===== src/rtl/ser_pkg.sv =====
// Shared definitions for the bit serializer: FSM encoding, default idle
// level and the sizing helper for the per-word bit counter.
package ser_pkg;

  typedef enum logic {
    S_IDLE  = 1'b0,
    S_SHIFT = 1'b1
  } state_t;

  localparam logic IDLE_LEVEL_DEF = 1'b1;

  // Width of a counter that must hold WIDTH-1 (at least one bit).
  function automatic int bit_cnt_w(input int width);
    return (width < 2) ? 1 : $clog2(width);
  endfunction

endpackage


===== src/rtl/bit_serializer.sv =====
// Parallel-to-serial feeder: one shifter plus a one-word holding buffer so
// consecutive words leave on j without an idle bit between them.
module bit_serializer
  import ser_pkg::*;
#(
  parameter int   WIDTH      = 8,
  parameter int   MSB_FIRST  = 1,
  parameter logic IDLE_LEVEL = IDLE_LEVEL_DEF,
  parameter int   CNT_W      = 8
) (
  input  logic             clk,
  input  logic             rst,
  input  logic [WIDTH-1:0] din,
  input  logic             din_valid,
  output logic             din_ready,
  output logic             j,
  output logic             j_valid,
  output logic             busy,
  output logic [CNT_W-1:0] words_sent,
  output state_t           dbg_state
);

  localparam int             BCW      = bit_cnt_w(WIDTH);
  localparam logic [BCW-1:0] LAST_IDX = BCW'(WIDTH - 1);

  // Handshake: a word transfers at a rising edge where din_valid && din_ready.
  // din_ready depends only on the buffer flag, never on din_valid, and drops
  // while a word is parked in the buffer so it can never be overwritten.

  state_t             r_state;
  logic [WIDTH-1:0]   r_shift;
  logic [WIDTH-1:0]   r_buf;
  logic               r_buf_full;
  logic [BCW-1:0]     r_bit_cnt;
  logic               r_j;
  logic [CNT_W-1:0]   r_words;

  logic [WIDTH-1:0]   w_shifted;
  logic               w_hs;

  function automatic logic first_bit(input logic [WIDTH-1:0] v);
    return (MSB_FIRST != 0) ? v[WIDTH-1] : v[0];
  endfunction

  always_comb begin
    w_shifted = r_shift;
    if (MSB_FIRST != 0) w_shifted = r_shift << 1;
    else                w_shifted = r_shift >> 1;
  end

  assign w_hs = din_valid && !r_buf_full;

  // r_j always holds the bit on the line this cycle, so loads and shifts
  // precompute the head of the word that will be in the shifter next.
  always_ff @(posedge clk) begin
    if (!rst) begin
      r_state    <= S_IDLE;
      r_shift    <= '0;
      r_buf      <= '0;
      r_buf_full <= 1'b0;
      r_bit_cnt  <= '0;
      r_j        <= IDLE_LEVEL;
      r_words    <= '0;
    end else begin
      case (r_state)
        S_IDLE: begin
          r_j        <= IDLE_LEVEL;
          r_buf_full <= 1'b0;
          if (w_hs) begin
            r_shift   <= din;
            r_j       <= first_bit(din);
            r_bit_cnt <= LAST_IDX;
            r_state   <= S_SHIFT;
          end
        end
        S_SHIFT: begin
          if (r_bit_cnt != '0) begin
            r_shift   <= w_shifted;
            r_j       <= first_bit(w_shifted);
            r_bit_cnt <= r_bit_cnt - BCW'(1);
            if (w_hs) begin
              r_buf      <= din;
              r_buf_full <= 1'b1;
            end
          end else begin
            // Last bit on the line: chain the next word in with no gap.
            r_words   <= r_words + CNT_W'(1);
            r_bit_cnt <= LAST_IDX;
            if (r_buf_full) begin
              r_shift    <= r_buf;
              r_j        <= first_bit(r_buf);
              r_buf_full <= 1'b0;
            end else if (w_hs) begin
              r_shift <= din;
              r_j     <= first_bit(din);
            end else begin
              r_state <= S_IDLE;
              r_j     <= IDLE_LEVEL;
            end
          end
        end
      endcase
    end
  end

  assign din_ready  = !r_buf_full;
  assign j          = r_j;
  assign j_valid    = (r_state == S_SHIFT);
  assign busy       = (r_state == S_SHIFT) || r_buf_full;
  assign words_sent = r_words;
  assign dbg_state  = r_state;

endmodule


===== config.mk =====
export PLATFORM = sky130hd
export DESIGN_NAME = bit_serializer
export DESIGN_NICKNAME = d
export VERILOG_FILES = /design/src/rtl/ser_pkg.sv /design/src/rtl/bit_serializer.sv
export SDC_FILE = /design/constraint.sdc
export NUM_CORES = 1
export LEC_CHECK = 0
export ABC_AREA = 1
export BUFFER_PORTS_ARGS = -buffer_cell sky130_fd_sc_hd__buf_2
export CAP_MARGIN = 15
export CORE_ASPECT_RATIO = 1.25
export CORE_MARGIN = 2
export CORE_UTILIZATION = 49
export DETAILED_ROUTE_END_ITERATION = 10
export HOLD_SLACK_MARGIN = 0.08
export PLACE_DENSITY = 0.76
export SETUP_SLACK_MARGIN = 0.4
export SLEW_MARGIN = 20
export SYNTH_ARGS = -nofsm -noshare
export SYNTH_HDL_FRONTEND = slang
export SYNTH_SLANG_ARGS = --single-unit

===== constraint.sdc =====
create_clock -name clk -period 1.25 [get_ports clk]
set_input_delay 0.125 -clock clk [delete_from_list [all_inputs] [get_ports clk]]
set_output_delay 0.125 -clock clk [all_outputs]
set_load 0.005 [all_outputs]

Yosys cells after proc, flatten, opt, wreduce, memory -nomap -nowiden
Index checks and enable logic that the tools add are counted.
- add/sub/neg operators: 2
- equality and inequality tests: 2
- mux-type cells: 18
- bitwise logic cells: 2
- reduce and logical (&&, ||, !) cells: 6
- operator list (kind ; number):
    8-bit 2-to-1 mux ; 3
    8-bit one-hot mux with 2 select lines ; 1
    8-bit by 1-bit adder with 8-bit output (second input constant) ; 1
    1-bit 2-to-1 mux ; 8
    3-bit 2-to-1 mux ; 2
    1-bit one-hot mux with 2 select lines ; 3
    3-bit one-hot mux with 2 select lines ; 1
    3-bit != test (second input constant) ; 1
    3-bit AND reduction ; 1
    3-bit nonzero test ; 1
    3-bit by 1-bit subtractor with 3-bit output (second input constant) ; 1
    2-bit != test (second input constant) ; 1
    1-bit NOT ; 2
    2-bit AND reduction ; 1
    1-bit logical AND ; 1
    1-bit zero test ; 1
    1-bit logical OR ; 1
- bits in registers: 30
- input bits: 11
- output and inout port bits: 13
- logic and storage cells: 37

Logic depth before layout (Yosys ltp)
- depth in word-level cells: 6
- depth in mapped cells: 9
- depth with buffers taken out: 8

Worst setup path after synthesis
OpenSTA, ideal clock, no wires.
- kind: flip-flop to flip-flop
- start: register r_bit_cnt[0]
- end: register r_buf[6]
- library setup time: 0.134 ns
- arrival: 1.156 ns
- required time: 1.116 ns
- path slack: -0.040 ns
- stages on the path, launching flop included: 9
- buffers on the path: 0
- period minus slack after synthesis: 1.290 ns
- cells stage by stage: dfxtp_1 inv_1 ha_1 nand2_2 nand2_2 nor2_4 inv_2 nand2_1 a21oi_1
- word-level cells in the longest chain between the ends: 2
- ends and longest elaborated chain (what ; RTL line ; text):
    start, declared ; bit_serializer.sv:34 ; logic [BCW-1:0] r_bit_cnt;
    start signal, assigned ; bit_serializer.sv:80 ; r_bit_cnt <= r_bit_cnt - BCW'(1);
    3-bit nonzero test ; bit_serializer.sv:77 ; if (r_bit_cnt != '0) begin
    3-bit AND reduction (no source line) ; - ;
    end signal, assigned ; bit_serializer.sv:82 ; r_buf <= din;
    end, declared ; bit_serializer.sv:32 ; logic [WIDTH-1:0] r_buf;
No other way between the ends.
A chain may end at the register's enable or synchronous reset.

Final worst setup path
- start: register r_bit_cnt[0]
- end: register r_buf[3]
Same word-level chain as after synthesis.

==> results.tsv <==
metric	value	unit
first-pass GRT wire length	6.01	mm
largest net degree at the start of global routing	16	
crit path cell chain	inv_2 > ha_4 > nand2_8 > nand2_8 > nor2_4 > buf_6 > nand2_1 > a21oi_1	
vias in the first global route	1413	
Worst-Margin Slew	0.233	ns
design area	2180	µm²
Yosys Warn Count	0	
simple-gate share of the synthesized area	30.0	%
CP Launch Point	r_bit_cnt[0]$_SDFFE_PN0P_	
Setup WS post-layout	-0.00741	ns
dpl cells	258	
compound-gate portion of the synthesized area	14.5	%
type of the tightest min-delay check	primary input to flip-flop	
Synth Instances	199	
worst-case vdd ir drop	0.000895	V
CP Capture Type	flip-flop	
RSZ-0062 raised after global routing	yes	
final core occ	75.5	%
Final Max Tran Viols	0	
H-tree Lvls	2	
Post-route DRC	0	
area share of fa/ha/maj cells after synthesis	2.59	%
root buf cell	clkbuf_4	
area grow syn2layout	50.5	%
Total Routing Usage GR	23.7	%
crit path kind	flip-flop to flip-flop	
P_leak	0.988	nW
Vias	1441	
Routed WL	3.63	mm
fin crit share	101	%
DP Worst Slack	-0.0117	ns
RR Endpoint	r_buf[3]$_SDFFE_PN0P_	
layout cells sized above 1	44.6	%
clock sink total	29	
# IOs	24	
worst hold start	rst	
Die ar.	3410	µm²
cell mode on critical path	nand2_8	
# nets final	271	
Syn Std Cell Area	1450	µm²
Clock Path Buffers	2	
multiplexer share of the synthesized area	0	%
CTS clk-pin slew, worst paths	0.09	ns
initial core utilization	50.1	%
vias per cell	4.90	
WHS Path Cells	3	
# Max-Cap Violations	0	
Worst Path Max Fanout	6	
failing checks	negative setup slack	
DRT antenna net count	0	
GPL Wtd Cong	0.763	
Detailed Route Iter0 Violations	22	
R2R Setup Slk	-0.007	ns
Die Wd	52.6	µm
clk_lat worst skew	0.33	ns
fmax	795	MHz
Port Buffers	23	
DRT Pass-1 Iters	4	
Slowest cell on crit path	dfxtp_2	
Post-Layout Cell Count	294	
Finish-stage setup viols	1	
Power Dens Cells	1100	nW/µm²
Seq/Total Area, Yosys	40.1	%
Rows	22	
r2r startpoint	r_bit_cnt[0]$_SDFFE_PN0P_	
Worst Skew	0.00230	ns
largest family of logic cells by synthesized area	simple AND/OR/NAND/NOR gates	
HPWL Detailed	2.08	mm
top cell family by delay on the critical path	simple AND/OR/NAND/NOR gates	
CTS Buf Count	5	
count of state elements after synthesis	29	
Critical Path Start Type	flip-flop	
slowest stage delay, CP	0.35	ns
max_slew headroom	84.3	%
average footprint of a synthesized cell	7.28	µm²
initial antenna violation count	0	
routed length per instance	12.3	µm
R2R depth	8	
Core Area	2890	µm²
Worst Path Required	1.52	ns
WHS Endpoint	words_sent[2]$_SDFFE_PN0P_	
Crit path buffers/inverters	2	
xor and xnor area share after synthesis	1.21	%
CP Data Arrival Time	1.53	ns
Antenna Cells	0	
Netlist cell types	26	
CTS tree	done	
Hold Vio Cnt, Final	0	
Placed Area	1630	µm²
Filler Cells Inserted	217	
Chip Height	64.8	µm
outcome	complete, but fails checks	
Synthesized Nets	213	
Final Hold Slack	0.134	ns
Period minus WS final	1.26	ns
GR Overflow Total	0	
kinds of logic (layout without fill, tap and decap cells):
| family | count (synthesis) | in the layout |
|---|---|---|
| compound gates | 35 | 35 |
| fa+ha+maj | 3 | 3 |
| simple gates | 95 | 96 |
| flops | 29 | 29 |
| buf+inv | 35 | 93 |
| xor+xnor | 2 | 2 |
worst min-delay path, stage by stage:
cell	delay [ns]
buf_2	0.09
inv_1	0.11
nor2_1	0.11
report_power, final:
group          leakage (nW)  switching (mW)  internal, mW
logic                 0.699           0.305         0.270
clock network        0.0455           0.340         0.477
registers             0.243          0.0311         0.980
worst max-delay path by stage:
stage	to	slack (ns)	cells past startpoint
after global placement	r_shift[4]$_SDFF_PN0_	0.04	8
after detailed placement	r_buf[0]$_SDFFE_PN0P_	-0.01	8
after floorplan	r_buf[6]$_SDFFE_PN0P_	0.1	8
final	r_buf[3]$_SDFFE_PN0P_	-0.007	8
after CTS	r_shift[3]$_SDFF_PN0_	0.03	8
after global routing	r_buf[5]$_SDFFE_PN0P_	-0.09	8
per-layer routing:
| layer | wire (µm) | global-route usage [%] |
|---|---|---|
| met1 | 1410 | 25.0 |
| met2 | 2000 | 43.1 |
| met3 | 140 | 7.14 |
| met4 | 80 | 8.33 |
| met5 | 0 | 0 |
placed cells by master, fill, tap and decap left out, types with 2 or more instances in the layout:
master,Yosys,layout
nor2_4,2,3
dlygate4sd3_1,0,7
o21ai_1,0,5
nand3_2,0,3
nand2_4,2,2
o21ai_2,7,11
nand3_1,7,4
a21oi_2,1,4
clkbuf_4,0,5
inv_2,3,5
nand2_8,0,5
buf_6,2,15
nand2_1,45,40
ha_1,3,2
dfxtp_1,29,17
a21oi_1,15,12
nor2_1,28,26
nor2_2,1,2
nand2_2,5,6
dfxtp_4,0,3
buf_2,2,13
buf_4,1,21
nand4_1,3,3
inv_1,25,21
dfxtp_2,0,9
through the flow:
stage | TNS [ns] | power, mW
final | -0.00741 | 2.40
after global routing | -0.798 | 2.53
after CTS | 0 | 2.34
after detailed placement | -0.0117 | 1.42
after global placement | 0 | 1.41
after floorplan | 0 | 1.33
flip-flops by register name, summed over array words and instances, names as in the netlist:
register	flops
dbg_state	1
r_shift	7
r_buf	8
r_bit_cnt	3
j	1
r_buf_full	1
words_sent	8
synth_stat cells:
cell type	n	area share, %
a21oi_1	15	5.2
a21oi_2	1	0.60
buf_12	1	1.4
buf_2	2	0.69
buf_4	1	0.52
buf_6	2	1.6
clkbuf_1	1	0.26
dfxtp_1	29	40
ha_1	3	2.6
inv_1	25	6.5
inv_2	3	0.78
nand2_1	45	12
nand2_2	5	2.2
nand2_4	2	1.6
nand3_1	7	2.4
nand3_4	1	1.2
nand4_1	3	1.3
nor2_1	28	7.3
nor2_2	1	0.43
nor2_4	2	1.6
o211ai_1	1	0.52
o21a_1	1	0.52
o21ai_0	10	3.5
o21ai_2	7	4.2
or2_0	1	0.43
xor2_1	2	1.2
layout make-up:
type / count / area, µm² / share of cell area [%]
tap: 36 / 45.0 / 2.07
clock inverter: 1 / 30.0 / 1.38
sequential: 29 / 603 / 27.7
multi-input combinational: 136 / 858 / 39.4
timing repair buffer: 57 / 477 / 21.9
inverter: 28 / 113 / 5.16
clock buffer: 7 / 55.1 / 2.52
what timing repair did:
action,CTS,global route
gates cloned,1,0
hold buffers,6,1
gates resized for setup,33,27
pin swaps,15,18
endpoints found under the hold margin,6,1
setup buffers,17,3
endpoints found under the setup margin,42,42
Note: power is estimated with default switching activity, not from simulation.
